`config.mk`:
```
export PLATFORM = sky130hd
export DESIGN_NAME = led_share_arbiter
export DESIGN_NICKNAME = d
export VERILOG_FILES = /design/src/rtl/led_share_arbiter.sv
export SDC_FILE = /design/constraint.sdc
export NUM_CORES = 1
export LEC_CHECK = 0
export ABC_AREA = 1
export CAP_MARGIN = 20
export CORE_MARGIN = 2
export CORE_UTILIZATION = 55
export CTS_CLUSTER_SIZE = 40
export DETAILED_ROUTE_END_ITERATION = 7
export GPL_TIMING_DRIVEN = 1
export PLACE_DENSITY_LB_ADDON = 0.08
export SETUP_SLACK_MARGIN = 0.3
export SLEW_MARGIN = 20
export SYNTH_ARGS = -nofsm -noshare
export SYNTH_HDL_FRONTEND = slang
export SYNTH_SLANG_ARGS = --single-unit
```
`constraint.sdc`:
```
create_clock -name CLK -period 3.63 [get_ports CLK]
set_clock_uncertainty 0.15 [all_clocks]
set_input_delay 1.089 -clock CLK [delete_from_list [all_inputs] [get_ports CLK]]
set_output_delay 1.089 -clock CLK [all_outputs]
set_load 0.05 [all_outputs]
```
`src/rtl/led_share_arbiter.sv`:
```
`default_nettype none
// +--------------------------------------------------------------------------+
// | led_share_arbiter: round-robin time-sliced sharing of four LEDs           |
// | Rev 1.0                                                                   |
// +--------------------------------------------------------------------------+
module led_share_arbiter #(
  parameter int NREQ          = 4,
  parameter int PRESCALE_BITS = 20,
  parameter int HOLD_TICKS    = 8,
  parameter int GAP_TICKS     = 1
) (
  input  logic                CLK,
  input  logic                RST_N,
  input  logic [NREQ-1:0]     req,
  input  logic [4*NREQ-1:0]   pattern,
  output logic [NREQ-1:0]     grant,
  output logic                busy,
  output logic                tick,
  output logic                LED1,
  output logic                LED2,
  output logic                LED3,
  output logic                LED4
);

  localparam int IDXW  = $clog2(NREQ);
  localparam int HOLDW = $clog2(HOLD_TICKS + 1);
  localparam int GAPW  = (GAP_TICKS > 0) ? $clog2(GAP_TICKS + 1) : 1;

  localparam logic [HOLDW-1:0] HOLD_LAST = HOLDW'(HOLD_TICKS - 1);
  localparam logic [GAPW-1:0]  GAP_LAST  = GAPW'((GAP_TICKS > 0) ? GAP_TICKS - 1 : 0);
  localparam logic [IDXW-1:0]  LAST_RST  = IDXW'(NREQ - 1);

  typedef enum logic [1:0] {
    ST_IDLE  = 2'd0,
    ST_GRANT = 2'd1,
    ST_GAP   = 2'd2
  } state_t;

  state_t                   state_q, state_d;
  logic [PRESCALE_BITS-1:0] pre_q, pre_d;
  logic [IDXW-1:0]          last_q, last_d;
  logic [HOLDW-1:0]         hold_q, hold_d;
  logic [GAPW-1:0]          gap_q, gap_d;
  logic [NREQ-1:0]          grant_q, grant_d;
  logic [3:0]               led_q, led_d;

  logic                     win_found;
  logic [IDXW-1:0]          win_idx;
  logic [3:0]               pat_arr [NREQ];

  generate
    for (genvar i = 0; i < NREQ; i++) begin : g_pat
      assign pat_arr[i] = pattern[4*i +: 4];
    end
  endgenerate

  assign tick  = &pre_q;
  assign busy  = (state_q != ST_IDLE);
  assign grant = grant_q;
  assign LED1  = led_q[0];
  assign LED2  = led_q[1];
  assign LED3  = led_q[2];
  assign LED4  = led_q[3];

  // Search starts one past the previous winner so every requester gets a turn.
  always_comb begin : p_search
    int              cand;
    logic [IDXW-1:0] cidx;
    win_found = 1'b0;
    win_idx   = '0;
    cand      = 0;
    cidx      = '0;
    for (int k = 1; k <= NREQ; k++) begin
      cand = int'(last_q) + k;
      if (cand >= NREQ) cand = cand - NREQ;
      cidx = cand[IDXW-1:0];
      if (!win_found && req[cidx]) begin
        win_found = 1'b1;
        win_idx   = cidx;
      end
    end
  end

  always_comb begin : p_next
    state_d = state_q;
    pre_d   = pre_q + PRESCALE_BITS'(1);
    last_d  = last_q;
    hold_d  = hold_q;
    gap_d   = gap_q;
    grant_d = '0;
    led_d   = '0;

    case (state_q)
      ST_IDLE: begin
        if (win_found) begin
          state_d          = ST_GRANT;
          last_d           = win_idx;
          hold_d           = '0;
          grant_d[win_idx] = 1'b1;
          led_d            = pat_arr[win_idx];
        end
      end
      // last_q always names the current owner while in GRANT.
      ST_GRANT: begin
        if (!req[last_q] || (tick && (hold_q == HOLD_LAST))) begin
          hold_d  = '0;
          gap_d   = '0;
          state_d = (GAP_TICKS == 0) ? ST_IDLE : ST_GAP;
        end else begin
          if (tick) hold_d = hold_q + HOLDW'(1);
          grant_d = grant_q;
          led_d   = pat_arr[last_q];
        end
      end
      ST_GAP: begin
        if (tick) begin
          if (gap_q == GAP_LAST) state_d = ST_IDLE;
          else                   gap_d   = gap_q + GAPW'(1);
        end
      end
      default: state_d = ST_IDLE;
    endcase
  end

  always_ff @(posedge CLK or negedge RST_N) begin
    if (!RST_N) begin
      state_q <= ST_IDLE;
      pre_q   <= '0;
      last_q  <= LAST_RST;
      hold_q  <= '0;
      gap_q   <= '0;
      grant_q <= '0;
      led_q   <= '0;
    end else begin
      state_q <= state_d;
      pre_q   <= pre_d;
      last_q  <= last_d;
      hold_q  <= hold_d;
      gap_q   <= gap_d;
      grant_q <= grant_d;
      led_q   <= led_d;
    end
  end

endmodule
`default_nettype wire

```
# Word level (Yosys, flattened, before mapping)
# Index checks and enable logic that the tools add are counted.
# word_totals
reg_bits	37
inputBits	22
output_inout_bits	10
# op_classes
add_sub_neg	11
magnitude_cmp	13
eq_ne	8
muxes	49
n_bitwise	2
n_reduce_logical	19
# op_table
operator	count
two-way mux 4 bit	11
two-way mux 2 bit	12
case mux 4 bit (2 select lines)	3
adder 20 x 1 -> 20 bit (second input constant)	1
AND reduction 20 bit	1
less-than comparator 2 x 3 -> 1 bit (second input constant)	6
binary-select mux 4 bit (select 2 bit)	2
greater-or-equal comparator 3 bit (second input constant)	5
two-way mux 1 bit	13
binary-select mux 1 bit (select 2 bit)	5
inequality test 2 bit (second input constant)	4
subtractor 2 x 1 -> 2 bit (second input constant)	4
adder 2 x 2 -> 3 bit (second input constant)	2
NOT 2 -> 3 bit	2
case mux 2 bit (3 select lines)	1
AND reduction 3 bit	2
nonzero test 2 bit	3
logical AND 1 bit	5
adder 2 x 3 -> 4 bit (second input constant)	1
adder 4 x 1 -> 4 bit (second input constant)	1
equality test 4 x 3 -> 1 bit (second input constant)	1
greater-or-equal comparator 4 x 3 -> 1 bit (second input constant)	1
logical NOT 1 bit	4
AND reduction 4 bit	1
other kinds (11)	11

# Logic depth before layout (Yosys ltp)
# depth
depth_word	21
ltp_mapped	16
ltp_nobuf	15

# Worst setup path before layout
# OpenSTA, ideal clock, no wires.
# synth_path
kind	reg-to-output
startpoint	register pre_q[0]
endpoint	output port tick
arrival_ps	2784
slack_ps	-393
path_stages_with_launch	8
n_path_buf	0
path_cell_list	dfrtp_1 -> ha_1 -> nand3_1 -> nor3_2 -> nand4_1 -> nor2_1 -> nand3_1 -> nor4_1
# synth_via
elab_chain_len	1
# synth_rtl
element	line_no	text
start, declared	40	logic [PRESCALE_BITS-1:0] pre_q, pre_d;
start signal, assigned	136	pre_q <= pre_d;
AND reduction 20 bit	57	assign tick = &pre_q;
end, declared	18	output logic tick,
# No other way between the ends.

# Final worst setup path
# layout_path
startpoint	register pre_q[1]
endpoint	output port tick
# The elaborated chain is that of the path after synthesis.

==> key figures <==
Status
  • Status: completed

Finish
  • # nets final: around 360
  • Share of cells above drive strength 1: 0.167
  • Final core occ: 0.697
  • Post-route design area: between 2000 and 3000 um2
  • Syn-to-layout area delta: 22.8%
  • Final instance count without filler cells: 391
  • Ant diodes: 0

STA
  • Setup violators final: 0
  • Rel. slew slack: 0.652
  • Minimum clock period: ~3.2 ns
  • Final Cycle Share: 0.876
  • Slew at the pin closest to its max-slew limit: 0.520 ns
  • Max Freq: 314 MHz
  • Sum Neg Setup Slack: 0 ns
  • Worst setup margin: around 0.45 ns
  • Pins Over Slew Limit: 0
  • Hold_ws: around 0.32 ns
  • Unrepaired setup endpoints after global routing: no
  • Final hold violation count: 0

Power
  • IR Drop Worst-Case VDD: approximately 0.00013 V
  • Power Density: about 270 nW/um2
  • Pwr Total: between 0.7 and 0.8 mW
  • Leak pwr: ~1.4 nW

CTS
  • # clock sinks: 36
  • Clock root cell: clkbuf_8
  • Clk_lat worst skew: just under 0.3 ns
  • CTS tree: yes
  • CTS buffer count: 5
  • Hold_buf cts: 0
  • CTS H-tree depth: 2
  • Worst-path clk slew: around 0.070 ns
  • Clk buf depth: 2

Yosys
  • Mux cell area share after synthesis: 0
  • Post-synthesis async set-or-reset flop share: 1.00
  • Post-synthesis sequential element count: 36
  • Post-synth top area share: 0.378
  • Post-synthesis simple-gate area fraction: 0.379
  • Synth Area in XOR/XNOR: 0.0622
  • Ys Warns: 0
  • Main combinational cell family by area after synthesis: simple AND/OR/NAND/NOR gates
  • Synth Area in Adders: 0.0111
  • Mapped Area: 2250 um2
  • Post-Syn Instances: 300
  • Top post-synthesis cells by area: dfrtp_1, nand2_1, nand3_1
  • EDFF count, synth: 0
  • Commonest register cell after synthesis: dfrtp_1
  • Seq/Total Area, Yosys: 0.401
  • Net Count, Synth: 324
  • Synth cell types: 34
  • Largest area contributor in the netlist: dfrtp_1
  • Compound-Gate Fraction of Synth Area: 0.0561
  • Synthesized area per cell: 7.51 um2

Global route
  • All-Layer GR Usage: 0.229
  • Initial antenna violation count: 0
  • First-pass GRT wire length: about 8000 um
  • Vias in the first global route: 1859
  • GRT overflow: 0
  • Largest net degree at the start of global routing: 37

Place
  • RD Place Congestion: around 0.83
  • Placed cell count: between 300 and 400
  • DP Wirelength: between 3000 and 4000 um
  • Port bufs: 31
  • Post-DP Area: around 2600 um2
  • DP Worst Slack: between 0.4 and 0.5 ns

Detailed routing
  • Wire length per cell: approximately 12 um
  • Detailed-route wire length: approximately 4700 um
  • # DRC: 0
  • 1st-iter DRT viols: 76
  • Avg Vias per Cell: slightly above 5
  • Drt pass-1 iters: 4
  • Vias: 2002
  • Number of antenna-violating nets in the routed design: 0

Die
  • Rows: 23
  • Die Height: between 60 and 70 um
  • Die W: roughly 68 um
  • DIE AREA: roughly 4600 um2
  • Core area: around 4000 um2
  • Starting Density: 0.567
  • IO Count: 32

Worst setup path
  • Arr. time, crit path: 1.94 ns
  • CP required: between 2 and 2.5 ns
  • Kind of start point of the critical path: flip-flop
  • Cells on worst reg2reg path: 15
  • CP endpoint kind: primary output
  • CP max FO: 2
  • WS Path Type: reg -> out

Flow run
  • Max-Cap Viols: 0

Worst hold path
  • Worst Hold Class: reg -> reg
  • Worst hold stages: 1
-- logic make-up after synthesis --
family                     Yosys count
and+or+nand+nor                    175
buffers and inverters               49
DFF                                 36
AOI/OAI and AO/OA                   22
xor gates and xnor gates            16
adders and majority gates            2
-- flip-flops by register name, summed over array words and instances, names as in the netlist --
signal,count
pre_q,20
led_q,4
state_q,2
last_q,2
grant,4
hold_q,4
-- cell type report --
type | count | area [um2]
clock buffer | 7 | 76.3
clock inverter | 1 | 5.00
fill | 332 | 1200
inverter | 46 | 175
multi-input combinational | 215 | 1190
sequential | 36 | 903
tap | 50 | 62.6
timing repair buffer | 36 | 358
-- layer usage --
layer  global-route usage  routed length [um]
met5                    0                   0
met4               0.0750                  69
met3               0.0444                 163
met2                0.410                2340
met1                0.275                2080
-- worst paths after layout --
check	from	to	slack (ns)
max	pre_q[1]	tick	0.45
min	pre_q[18]	pre_q[18]	0.32
max reg2reg	last_q[0]	led_q[2]	1.26
min reg2reg	pre_q[18]	pre_q[18]	0.32
max in group asynchronous	RST_N	last_q[0]	1.91
min in group asynchronous	RST_N	hold_q[1]	1.07
-- timing repair --
action                     in CTS  in global routing
setup endpoints to repair       1                  1
pin swaps                       5                  4
setup buffers                   4                  0
gates resized for setup         5                  1
-- where the power goes --
part	total (mW)	internal, mW	leakage (nW)	switching, mW
clock network	0.270	0.135	0.0422	0.136
logic	0.0829	0.0373	0.853	0.0456
registers	0.401	0.401	0.471	0
total	0.754	0.573	1.37	0.181
-- cell usage in the layout (no fill, tap or decap), types with 2 or more instances in the layout --
| cell | n |
|---|---|
| a21oi_1 | 3 |
| buf_4 | 5 |
| clkbuf_1 | 2 |
| clkbuf_8 | 5 |
| clkdlybuf4s50_1 | 30 |
| dfrtp_1 | 34 |
| dfstp_2 | 2 |
| inv_1 | 38 |
| inv_2 | 6 |
| nand2_1 | 80 |
| nand2_2 | 16 |
| nand3_1 | 28 |
| nand3_2 | 3 |
| nand3_4 | 2 |
| nand4_1 | 5 |
| nor2_1 | 20 |
| nor2_2 | 5 |
| nor2_4 | 4 |
| nor3_1 | 6 |
| o21ai_0 | 7 |
| o21ai_1 | 2 |
| o22ai_1 | 6 |
| o31ai_1 | 2 |
| xor2_1 | 15 |
-- synthesized netlist by cell type (all sizes together) (3+ instances only) --
cell type and n:
dfrtp 34, nand2 97, nand4 5, nor3 7, a21oi 3, xor2 15
nor2 29, nand3 33, buf 3, o21ai 9, inv 45, o22ai 6
-- critical path, cell delays in order, from the launching register on --
cell	delay, ns
dfrtp_1	0.36
ha_2	0.21
nand3_2	0.12
nor3_4	0.16
nand4_1	0.17
nor2_4	0.14
nand3_2	0.10
nor4_4	0.21
buf_12	0.18
No activity file was read; power rests on OpenSTA's default activity.
